**src/rtl/m_unit_pkg.sv**
```systemverilog
// m_unit_pkg: shared definitions for the RV32M multiply/divide sequencer.
//   - FSM state encoding (IDLE, MUL, DIV, DONE)
//   - func3 encodings of the M-extension operations
//   - DIV_ITER: number of restoring shift-subtract iterations
//   - small helpers to classify func3
package m_unit_pkg;

  typedef logic [1:0] state_t;

  localparam state_t ST_IDLE = 2'd0;
  localparam state_t ST_MUL  = 2'd1;
  localparam state_t ST_DIV  = 2'd2;
  localparam state_t ST_DONE = 2'd3;

  localparam logic [2:0] F3_MUL    = 3'b000;
  localparam logic [2:0] F3_MULH   = 3'b001;
  localparam logic [2:0] F3_MULHSU = 3'b010;
  localparam logic [2:0] F3_MULHU  = 3'b011;
  localparam logic [2:0] F3_DIV    = 3'b100;
  localparam logic [2:0] F3_DIVU   = 3'b101;
  localparam logic [2:0] F3_REM    = 3'b110;
  localparam logic [2:0] F3_REMU   = 3'b111;

  localparam int DIV_ITER = 32;

  // func3 1xx selects the divide/remainder family.
  function automatic logic is_div_op(input logic [2:0] f3);
    return f3[2];
  endfunction

  // DIV and REM (even func3 within the divide family) are signed.
  function automatic logic is_signed_div(input logic [2:0] f3);
    return f3[2] & ~f3[0];
  endfunction

endpackage

```
**src/rtl/m_div_core.sv**
```systemverilog
// m_div_core: radix-2 restoring divider datapath for the M unit.
// The sequencer FSM owns the iteration count; this block only holds the
// partial remainder / quotient and performs one shift-subtract per step.
// Ports:
//   clk, rst_n          clock, asynchronous active-low reset
//   load                capture operand magnitudes and result signs
//   step                perform one shift-subtract iteration
//   fix                 apply the sign fix-up to the outputs
//   is_signed           operands are two's complement (DIV/REM)
//   dividend, divisor   raw operands, sampled on load
//   quotient, remainder unsigned results, or signed when fix is high
module m_div_core
  import m_unit_pkg::*;
#(
  parameter int XLEN = 32
) (
  input  logic            clk,
  input  logic            rst_n,
  input  logic            load,
  input  logic            step,
  input  logic            fix,
  input  logic            is_signed,
  input  logic [XLEN-1:0] dividend,
  input  logic [XLEN-1:0] divisor,
  output logic [XLEN-1:0] quotient,
  output logic [XLEN-1:0] remainder
);

  logic [XLEN-1:0] quo_reg;
  logic [XLEN-1:0] rem_reg;
  logic [XLEN-1:0] dvs_reg;
  logic            neg_q_reg;
  logic            neg_r_reg;

  logic [XLEN-1:0] dividend_mag;
  logic [XLEN-1:0] divisor_mag;
  logic [XLEN:0]   rem_shift;
  logic [XLEN:0]   diff;

  assign dividend_mag = (is_signed && dividend[XLEN-1]) ? -dividend : dividend;
  assign divisor_mag  = (is_signed && divisor[XLEN-1])  ? -divisor  : divisor;

  // Shift the next dividend bit (held in the quotient register MSB) into the
  // partial remainder; a borrow in diff means the trial subtract failed.
  assign rem_shift = {rem_reg, quo_reg[XLEN-1]};
  assign diff      = rem_shift - {1'b0, dvs_reg};

  always_ff @(posedge clk or negedge rst_n) begin
    if (!rst_n) begin
      quo_reg   <= '0;
      rem_reg   <= '0;
      dvs_reg   <= '0;
      neg_q_reg <= 1'b0;
      neg_r_reg <= 1'b0;
    end else if (load) begin
      quo_reg   <= dividend_mag;
      rem_reg   <= '0;
      dvs_reg   <= divisor_mag;
      neg_q_reg <= is_signed & (dividend[XLEN-1] ^ divisor[XLEN-1]);
      neg_r_reg <= is_signed & dividend[XLEN-1];
    end else if (step) begin
      if (!diff[XLEN]) begin
        rem_reg <= diff[XLEN-1:0];
        quo_reg <= {quo_reg[XLEN-2:0], 1'b1};
      end else begin
        rem_reg <= rem_shift[XLEN-1:0];
        quo_reg <= {quo_reg[XLEN-2:0], 1'b0};
      end
    end
  end

  // Quotient is negative when operand signs differ; remainder follows the
  // dividend's sign.
  assign quotient  = (fix && neg_q_reg) ? -quo_reg : quo_reg;
  assign remainder = (fix && neg_r_reg) ? -rem_reg : rem_reg;

endmodule

```
**src/rtl/m_unit_sequencer.sv**
```systemverilog
// m_unit_sequencer: multi-cycle RV32M sequencer in the execute stage.
// Accepts one M-extension op, stalls the front of the pipeline while it
// runs, then emits a single-cycle writeback pulse.
// Optional feature macro: M_UNIT_EARLY_OUT_EN (divide-by-zero, signed
// overflow and divide-by-one finish straight from accept).
// Ports:
//   clk, rst_n        clock, asynchronous active-low reset
//   start             valid M-ext instruction in EX
//   func3             operation select
//   op1, op2          forwarded rs1 / rs2 values
//   rd_in             destination register
//   flush             pipeline flush, aborts any operation
//   stall             hold IF/ID/EX
//   done              one-cycle result-valid pulse
//   result            operation result (0 when done=0)
//   wb_rd             destination register (0 when done=0)
//   wb_reg_file       register-file write enable (equals done)
module m_unit_sequencer
  import m_unit_pkg::*;
#(
  parameter int XLEN = 32
) (
  input  logic            clk,
  input  logic            rst_n,
  input  logic            start,
  input  logic [2:0]      func3,
  input  logic [XLEN-1:0] op1,
  input  logic [XLEN-1:0] op2,
  input  logic [4:0]      rd_in,
  input  logic            flush,
  output logic            stall,
  output logic            done,
  output logic [XLEN-1:0] result,
  output logic [4:0]      wb_rd,
  output logic            wb_reg_file
);

  localparam logic [XLEN-1:0] SIGNED_MIN = {1'b1, {(XLEN-1){1'b0}}};

  state_t            state_reg, state_next;
  logic [2:0]        func3_reg;
  logic [XLEN-1:0]   op1_reg, op2_reg;
  logic [4:0]        rd_reg;
  logic [4:0]        count_reg;
  logic [2*XLEN-1:0] prod_reg;

  logic              accept;
  logic              early_out;
  logic              in_done;
  logic              a_signed, b_signed;
  logic [XLEN:0]     mul_a, mul_b;
  logic [2*XLEN-1:0] mul_prod;
  logic [XLEN-1:0]   div_q, div_r;
  logic [XLEN-1:0]   quot_final, rem_final;
  logic              div_by_zero, div_overflow;
  logic [XLEN-1:0]   res_sel;

  assign accept  = start & ~flush & ((state_reg == ST_IDLE) | (state_reg == ST_DONE));
  assign stall   = accept | (state_reg == ST_MUL) | (state_reg == ST_DIV);
  assign in_done = (state_reg == ST_DONE);

`ifdef M_UNIT_EARLY_OUT_EN
  // Decided on the live operands since the latched copies are not valid yet.
  assign early_out = is_div_op(func3) &
                     ((op2 == '0) |
                      (is_signed_div(func3) & (op1 == SIGNED_MIN) & (op2 == '1)) |
                      (op2 == {{(XLEN-1){1'b0}}, 1'b1}));
`else
  assign early_out = 1'b0;
`endif

  always_comb begin
    state_next = state_reg;
    if (flush) begin
      state_next = ST_IDLE;
    end else begin
      case (state_reg)
        ST_IDLE, ST_DONE: begin
          if (!start)                state_next = ST_IDLE;
          else if (!is_div_op(func3)) state_next = ST_MUL;
          else if (early_out)        state_next = ST_DONE;
          else                       state_next = ST_DIV;
        end
        ST_MUL:  state_next = ST_DONE;
        ST_DIV:  state_next = (count_reg == '0) ? ST_DONE : ST_DIV;
        default: state_next = ST_IDLE;
      endcase
    end
  end

  // 33-bit sign/zero-extended operands, widened to 64 bits so the modular
  // product equals the low 64 bits of the signed 66-bit product.
  assign a_signed = (func3_reg == F3_MULH) | (func3_reg == F3_MULHSU);
  assign b_signed = (func3_reg == F3_MULH);
  assign mul_a    = {a_signed & op1_reg[XLEN-1], op1_reg};
  assign mul_b    = {b_signed & op2_reg[XLEN-1], op2_reg};
  assign mul_prod = {{(XLEN-1){mul_a[XLEN]}}, mul_a} * {{(XLEN-1){mul_b[XLEN]}}, mul_b};

  always_ff @(posedge clk or negedge rst_n) begin
    if (!rst_n) begin
      state_reg <= ST_IDLE;
      func3_reg <= '0;
      op1_reg   <= '0;
      op2_reg   <= '0;
      rd_reg    <= '0;
      count_reg <= '0;
      prod_reg  <= '0;
    end else begin
      state_reg <= state_next;
      if (accept) begin
        func3_reg <= func3;
        op1_reg   <= op1;
        op2_reg   <= op2;
        rd_reg    <= rd_in;
        count_reg <= 5'(DIV_ITER - 1);
      end else if (state_reg == ST_DIV && count_reg != '0) begin
        count_reg <= count_reg - 5'd1;
      end
      if (state_reg == ST_MUL) begin
        prod_reg <= mul_prod;
      end
    end
  end

  m_div_core #(
    .XLEN(XLEN)
  ) u_div_core (
    .clk       (clk),
    .rst_n     (rst_n),
    .load      (accept & is_div_op(func3)),
    .step      (state_reg == ST_DIV),
    .fix       (in_done),
    .is_signed (is_signed_div(func3)),
    .dividend  (op1),
    .divisor   (op2),
    .quotient  (div_q),
    .remainder (div_r)
  );

  // Special cases override whatever the divider produced, so results are
  // the same whether or not the iterations were skipped.
  assign div_by_zero  = (op2_reg == '0);
  assign div_overflow = is_signed_div(func3_reg) & (op1_reg == SIGNED_MIN) & (op2_reg == '1);

  always_comb begin
    quot_final = div_q;
    rem_final  = div_r;
    if (div_by_zero) begin
      quot_final = '1;
      rem_final  = op1_reg;
    end else if (div_overflow) begin
      quot_final = SIGNED_MIN;
      rem_final  = '0;
    end
`ifdef M_UNIT_EARLY_OUT_EN
    else if (op2_reg == {{(XLEN-1){1'b0}}, 1'b1}) begin
      quot_final = op1_reg;
      rem_final  = '0;
    end
`endif
  end

  always_comb begin
    res_sel = '0;
    case (func3_reg)
      F3_MUL:                       res_sel = prod_reg[XLEN-1:0];
      F3_MULH, F3_MULHSU, F3_MULHU: res_sel = prod_reg[2*XLEN-1:XLEN];
      F3_DIV, F3_DIVU:              res_sel = quot_final;
      F3_REM, F3_REMU:              res_sel = rem_final;
      default:                      res_sel = '0;
    endcase
  end

  // A flush arriving while the result is presented kills the writeback.
  assign done        = in_done & ~flush;
  assign wb_reg_file = done;
  assign wb_rd       = done ? rd_reg : 5'd0;
  assign result      = done ? res_sel : '0;

endmodule
```
**config.mk**
```make
export PLATFORM = sky130hd
export DESIGN_NAME = m_unit_sequencer
export DESIGN_NICKNAME = d
export VERILOG_FILES = /design/src/rtl/m_unit_pkg.sv /design/src/rtl/m_div_core.sv /design/src/rtl/m_unit_sequencer.sv
export SDC_FILE = /design/constraint.sdc
export NUM_CORES = 2
export LEC_CHECK = 0
export CAP_MARGIN = 15
export CORE_ASPECT_RATIO = 0.5
export CORE_MARGIN = 10
export CORE_UTILIZATION = 60
export CTS_BUF_LIST = sky130_fd_sc_hd__clkbuf_4
export CTS_CLUSTER_SIZE = 16
export DETAILED_ROUTE_END_ITERATION = 8
export GPL_TIMING_DRIVEN = 0
export MAX_ROUTING_LAYER = met4
export PLACE_DENSITY_LB_ADDON = 0.15
export SYNTH_ARGS = -nofsm -noshare
export SYNTH_HDL_FRONTEND = slang
export SYNTH_SLANG_ARGS = --single-unit
```
**constraint.sdc**
```tcl
create_clock -name clk -period 8.85 [get_ports clk]
set_input_delay 0.885 -clock clk [delete_from_list [all_inputs] [get_ports clk]]
set_output_delay 0.885 -clock clk [all_outputs]
set_load 0.05 [all_outputs]
```
**After elaboration in Yosys (flattened, before gate mapping)**

Index checks and enable logic that the tools add are counted.

- Bits in registers: 241
- Input port bits: 76
- Logic and storage cells: 91

- Add/sub/neg operators: 6
- $mul: 1
- Eq/ne operators: 12
- Multiplexer cells: 24
- Bitwise operators: 20
- Reduce and logical (&&, ||, !) cells: 16

Operator list:

| cell | count |
|---|---|
| $mux W32 | 14 |
| $neg A32 Y32 | 4 |
| $pmux W32 S4 | 1 |
| $eq A32 B32 Y1 const B | 2 |
| $mul A33 B33 Y64 | 1 |
| $sub A33 B32 Y33 | 1 |
| $logic_not A32 Y1 | 1 |
| $mux W5 | 3 |
| $and A1 B1 Y1 | 12 |
| $eq A3 B3 Y1 const B | 4 |
| $eq A3 B2 Y1 const B | 2 |
| $mux W2 | 3 |
| $pmux W2 S3 | 1 |
| $reduce_or A2 Y1 | 3 |
| $logic_and A1 B1 Y1 | 5 |
| $logic_not A5 Y1 | 1 |
| $reduce_bool A5 Y1 | 1 |
| $sub A5 B1 Y5 const B | 1 |
| $eq A2 B2 Y1 const B | 2 |
| $or A1 B1 Y1 | 4 |
| $reduce_bool A2 Y1 | 2 |
| $eq A3 B1 Y1 const B | 1 |
| $logic_not A3 Y1 | 1 |
| $not A1 Y1 | 3 |
| other kinds (5) | 6 |

**Longest topological paths before layout**

- Depth after elaboration: 8
- Mapped depth: 32
- Depth with buffers taken out: 29

**Cells and area by module**

From an unflattened synthesis, not the netlist that was laid out.

- Cells, all modules: 6106
- Area total of the unflattened synthesis: 54265.8 µm²

By module, submodules not included:

| module | times used | cells an instance | area each (µm²) | sequential area each (µm²) |
|---|---|---|---|---|
| m_unit_sequencer | 1 | 5013 | 45563.7 | 3578.4 |
| m_div_core | 1 | 1093 | 8702.1 | 2452.4 |

**Worst setup path after synthesis**

No wires, ideal clock.

- Path type: register to register
- Start point: reg func3_reg[0]
- End point: reg prod_reg[59]
- Library setup time: 0.069 ns
- Data arrival time: 8.380 ns
- Path slack: 0.401 ns
- Cell stages (with the launch flop): 31
- Buffers on the path: 3
- Period minus slack after synthesis: 8.449 ns
- Cell sequence: dfrtp_1 > clkbuf_1 > xnor2_1 > nor2_1 > and2_1 > clkbuf_1 > nand2_1 > inv_1 > fa_1 > inv_1 > fa_1 > inv_1 > fa_1 > inv_1 > fa_1 > inv_1 > fa_1 > fa_1 > fa_1 > inv_1 > fa_1 > inv_1 > ha_1 > clkbuf_1 > and3_1 > nor2b_1 > nand2_1 > or2_2 > o21ba_1 > or4_1 > nand3_1

- Cells in the longest elaborated chain, start to end: 4
- Elaborated cells between the ends (all ways): 6

Ends and longest elaborated chain:

| item | RTL line | text |
|---|---|---|
| from (decl) | m_unit_sequencer.sv:41 | `logic [2:0] func3_reg;` |
| from (signal assigned) | m_unit_sequencer.sv:111 | `func3_reg <= func3;` |
| $eq A3 B1 Y1 / $eq A3 B2 Y1 (equally long branches) | m_unit_sequencer.sv:93, m_unit_sequencer.sv:94 |  |
| $or A1 B1 Y1 | m_unit_sequencer.sv:93 | `assign a_signed = (func3_reg == F3_MULH) \| (func3_reg == F3_MULHSU);` |
| $and A1 B1 Y1 | m_unit_sequencer.sv:95 | `assign mul_a = {a_signed & op1_reg[XLEN-1], op1_reg};` |
| $mul A33 B33 Y64 * | m_unit_sequencer.sv:97 | `assign mul_prod = {{(XLEN-1){mul_a[XLEN]}}, mul_a} * {{(XLEN-1){mul_b[XLEN]}}, mul_b};` |
| to (signal assigned) | m_unit_sequencer.sv:120 | `prod_reg <= mul_prod;` |
| to (decl) | m_unit_sequencer.sv:45 | `logic [2*XLEN-1:0] prod_reg;` |

Mark *: on every way between the ends. The rest lies on a longest branch, timed or not.
A chain may end at the register's enable or synchronous reset.

**Worst setup path in the final report**

- Start point: reg op2_reg[27]
- End point: reg prod_reg[53]

- Cells in the longest elaborated chain, start to end: 1

Ends and longest elaborated chain:

| item | RTL line | text |
|---|---|---|
| from (decl) | m_unit_sequencer.sv:42 | `logic [XLEN-1:0] op1_reg, op2_reg;` |
| from (signal assigned) | m_unit_sequencer.sv:113 | `op2_reg <= op2;` |
| $mul A33 B33 Y64 | m_unit_sequencer.sv:97 |  |

No other way between the ends.

==> out/qor.txt <==
Maxcap violations: 0
Total Nets Final: 7,688
Unrepaired setup endpoints after global routing: yes
Async S/R FF share, synth: 1.000
Starting density of the core: 0.6097
Fin crit period: 8921 ps
Final-report hold violation count: 0
R2R cell count: 25
Critical Path Stages: 25
Reg2reg end: prod_reg[53]
Commonest cells after routing, fill and taps aside: 1,250 x inv_1, 1,113 x fa_1, 965 x nand2_1
Layout cells sized above 1: 0.09298
Post-Syn Area: 0.05422 mm^2
RR Startpoint: op2_reg[27]
DP HPWL: 176.6 mm
Final setup skew: 62.46 ps
Critical Path End: prod_reg[53]
Dpl cell area: 0.05699 mm^2
Post-route antenna net violation count: 0
Vias in the first global route: 48,099
Fin crit share: 1.008
Setup_tns: -175.3 ps
Worst hold path type: input pin to asynchronous set/reset pin
Most frequent CP cell: fa_1
Placed cells: 7,401
Total GRT Usage: 0.4306
M1 GR Usage: 0.5321
Syn Nets: 7,549
Antenna violations before repair: 34
GR peak layer: met2
Worst-skew pair later-pin latency: 800 ps
Area grow syn2layout: 8.306%
Max-slew violations: 0
Synth unique cells: 95
CP startpoint kind: flop
Req. time, crit path: 9490 ps
Crit Path Class: flop to flop
Mean Syn Cell Area: 8.897 um^2
CP max-delay cell: dfrtp_1
Yosys warnings: 0
Critical path capture point type: flop
Register area share after synthesis: 0.1112
Met3 Resource Use GR: 0.2136
DR vias: 46,230
Post-route cell area: 0.05872 mm^2
DR iter-0 viols: 5,466
Number of flops mapped to enable cells by yosys: 0
Row count: 77
Clock sink total: 241
Synth Flop Type: dfrtp_1
Largest register FFs: 64
Peak per-stage delay on the critical path: 790 ps
CTS tree: built
Status: finished with violations
First-pass DRT Iterations: 6
First-pass GRT wire length: 316.7 mm
Chip height: 232.6 um
Fmax achieved: 0.1121 GHz
CORE AREA: 0.08892 mm^2
Num CTS Buffers: 61
CP Launch Point: op2_reg[27]
Pre-CTS setup slack: -1847 ps
Crit path max-delay family: adder cells
Clock Path Buffers: 3
Io pins: 116
DRC: 0
Die area: 0.1035 mm^2
Die width: 445.1 um
Violated checks: negative setup slack
Global route overflow: 0
Routed WL per cell: 28.46 um
Largest net degree at the start of global routing: 99
Relative slew slack: 0.3531
RePlAce Congestion: 1.094
Hold buffers post-CTS: 0
Critical path peak fanout: 10
Met2 GRT Util: 0.5837
Buffers on Ports: 115
Vias/cell: 6.144
Worst-Margin Slew: 970.4 ps
Reg2Reg Setup Slack: -70 ps
Root Buffer: clkbuf_4
Routed Wire Length: 214.1 mm
Clock transition at path regs: 70 ps
Final setup fails: 5
#FFs+latches synth: 241
Post-Syn Instances: 6,094
CP bufs+invs: 6
Final WS setup: -71.31 ps
Non-filler instance count after layout: 7,525
Commonest non-fill, non-tap cell in the layout: inv_1
Critical path arrival: 9560 ps
H-tree levels: 2
-- layer usage --
metal  vias to the layer above  routed length [um]
met3                       721               35850
met2                      3240               86290
met5                         -                   0
met1                     23393               78890
li1                      18876                   -
met4                         0               13100
-- per-stage QoR --
stage / utilization / hold slack, ps
final: 0.6603 / 37.73
after global routing: 0.6596 / 33.95
after global placement: 0.6393 / 468.4
after CTS: 0.6530 / 15.90
after floorplan: - / 446.8
after detailed placement: 0.6409 / 475.8
-- layout make-up --
type | instances | area, um^2
Sequential cell | 241 | 6117
Clock inverter | 26 | 160.2
Inverter | 1255 | 4722
Tap cell | 1185 | 1483
Antenna cell | 59 | 147.6
Fill cell | 7409 | 30200
Timing Repair Buffer | 144 | 1493
Clock buffer | 85 | 638.1
Buffer | 323 | 1535
Multi-Input combinational cell | 4207 | 42420
-- synthesized netlist by cell type (14+ instances only) --
cell type	instances	share of area
xor2_1	84	0.014
nand3_1	31	0.0029
nor3_1	38	0.0035
nor2b_1	22	0.0025
fa_1	1126	0.42
a21oi_1	181	0.017
and2_1	302	0.035
ha_1	253	0.058
o21ai_0	243	0.022
nor2_1	185	0.013
a31oi_1	28	0.0032
nor4_1	25	0.0029
o31ai_1	24	0.0033
nand4_1	26	0.0030
or3_1	18	0.0021
mux2i_1	54	0.010
a211oi_1	30	0.0042
nand2b_1	14	0.0016
a21o_1	49	0.0068
xnor2_1	132	0.021
nand2_1	966	0.067
inv_1	1255	0.087
o21ai_1	18	0.0017
mux2_2	118	0.025
clkbuf_1	368	0.025
dfrtp_1	241	0.11
and3_1	20	0.0023
-- how the worst min path moves through the flow --
stage | start | to | slack (ps) | depth (start not counted)
global placement | u_div_core.dvs_reg[24] | u_div_core.dvs_reg[24] | 470 | 2
CTS | rst_n | u_div_core.dvs_reg[25] | 20 | 1
detailed placement | u_div_core.dvs_reg[24] | u_div_core.dvs_reg[24] | 480 | 2
finish | rst_n | u_div_core.dvs_reg[25] | 40 | 1
floorplan | prod_reg[35] | prod_reg[35] | 450 | 2
global route | rst_n | u_div_core.dvs_reg[25] | 30 | 1
-- logic make-up after synthesis --
family,synth area share
AOI/OAI and AO/OA,0.08022
xor gates and xnor gates,0.03540
adders and majority gates,0.4742
buffers and inverters,0.1146
DFF,0.1112
muxes,0.03469
and+or+nand+nor,0.1497
-- timing repair --
item	in CTS	in global routing
buffers inserted	8	14
endpoints found under the hold margin	0	0
endpoints found under the setup margin	37	25
gates cloned	0	0
pin swaps	6	16
resized for setup	187	249
Power is not shown: default switching activity piles up to over one toggle a cycle in this logic, so the estimate is an artifact.
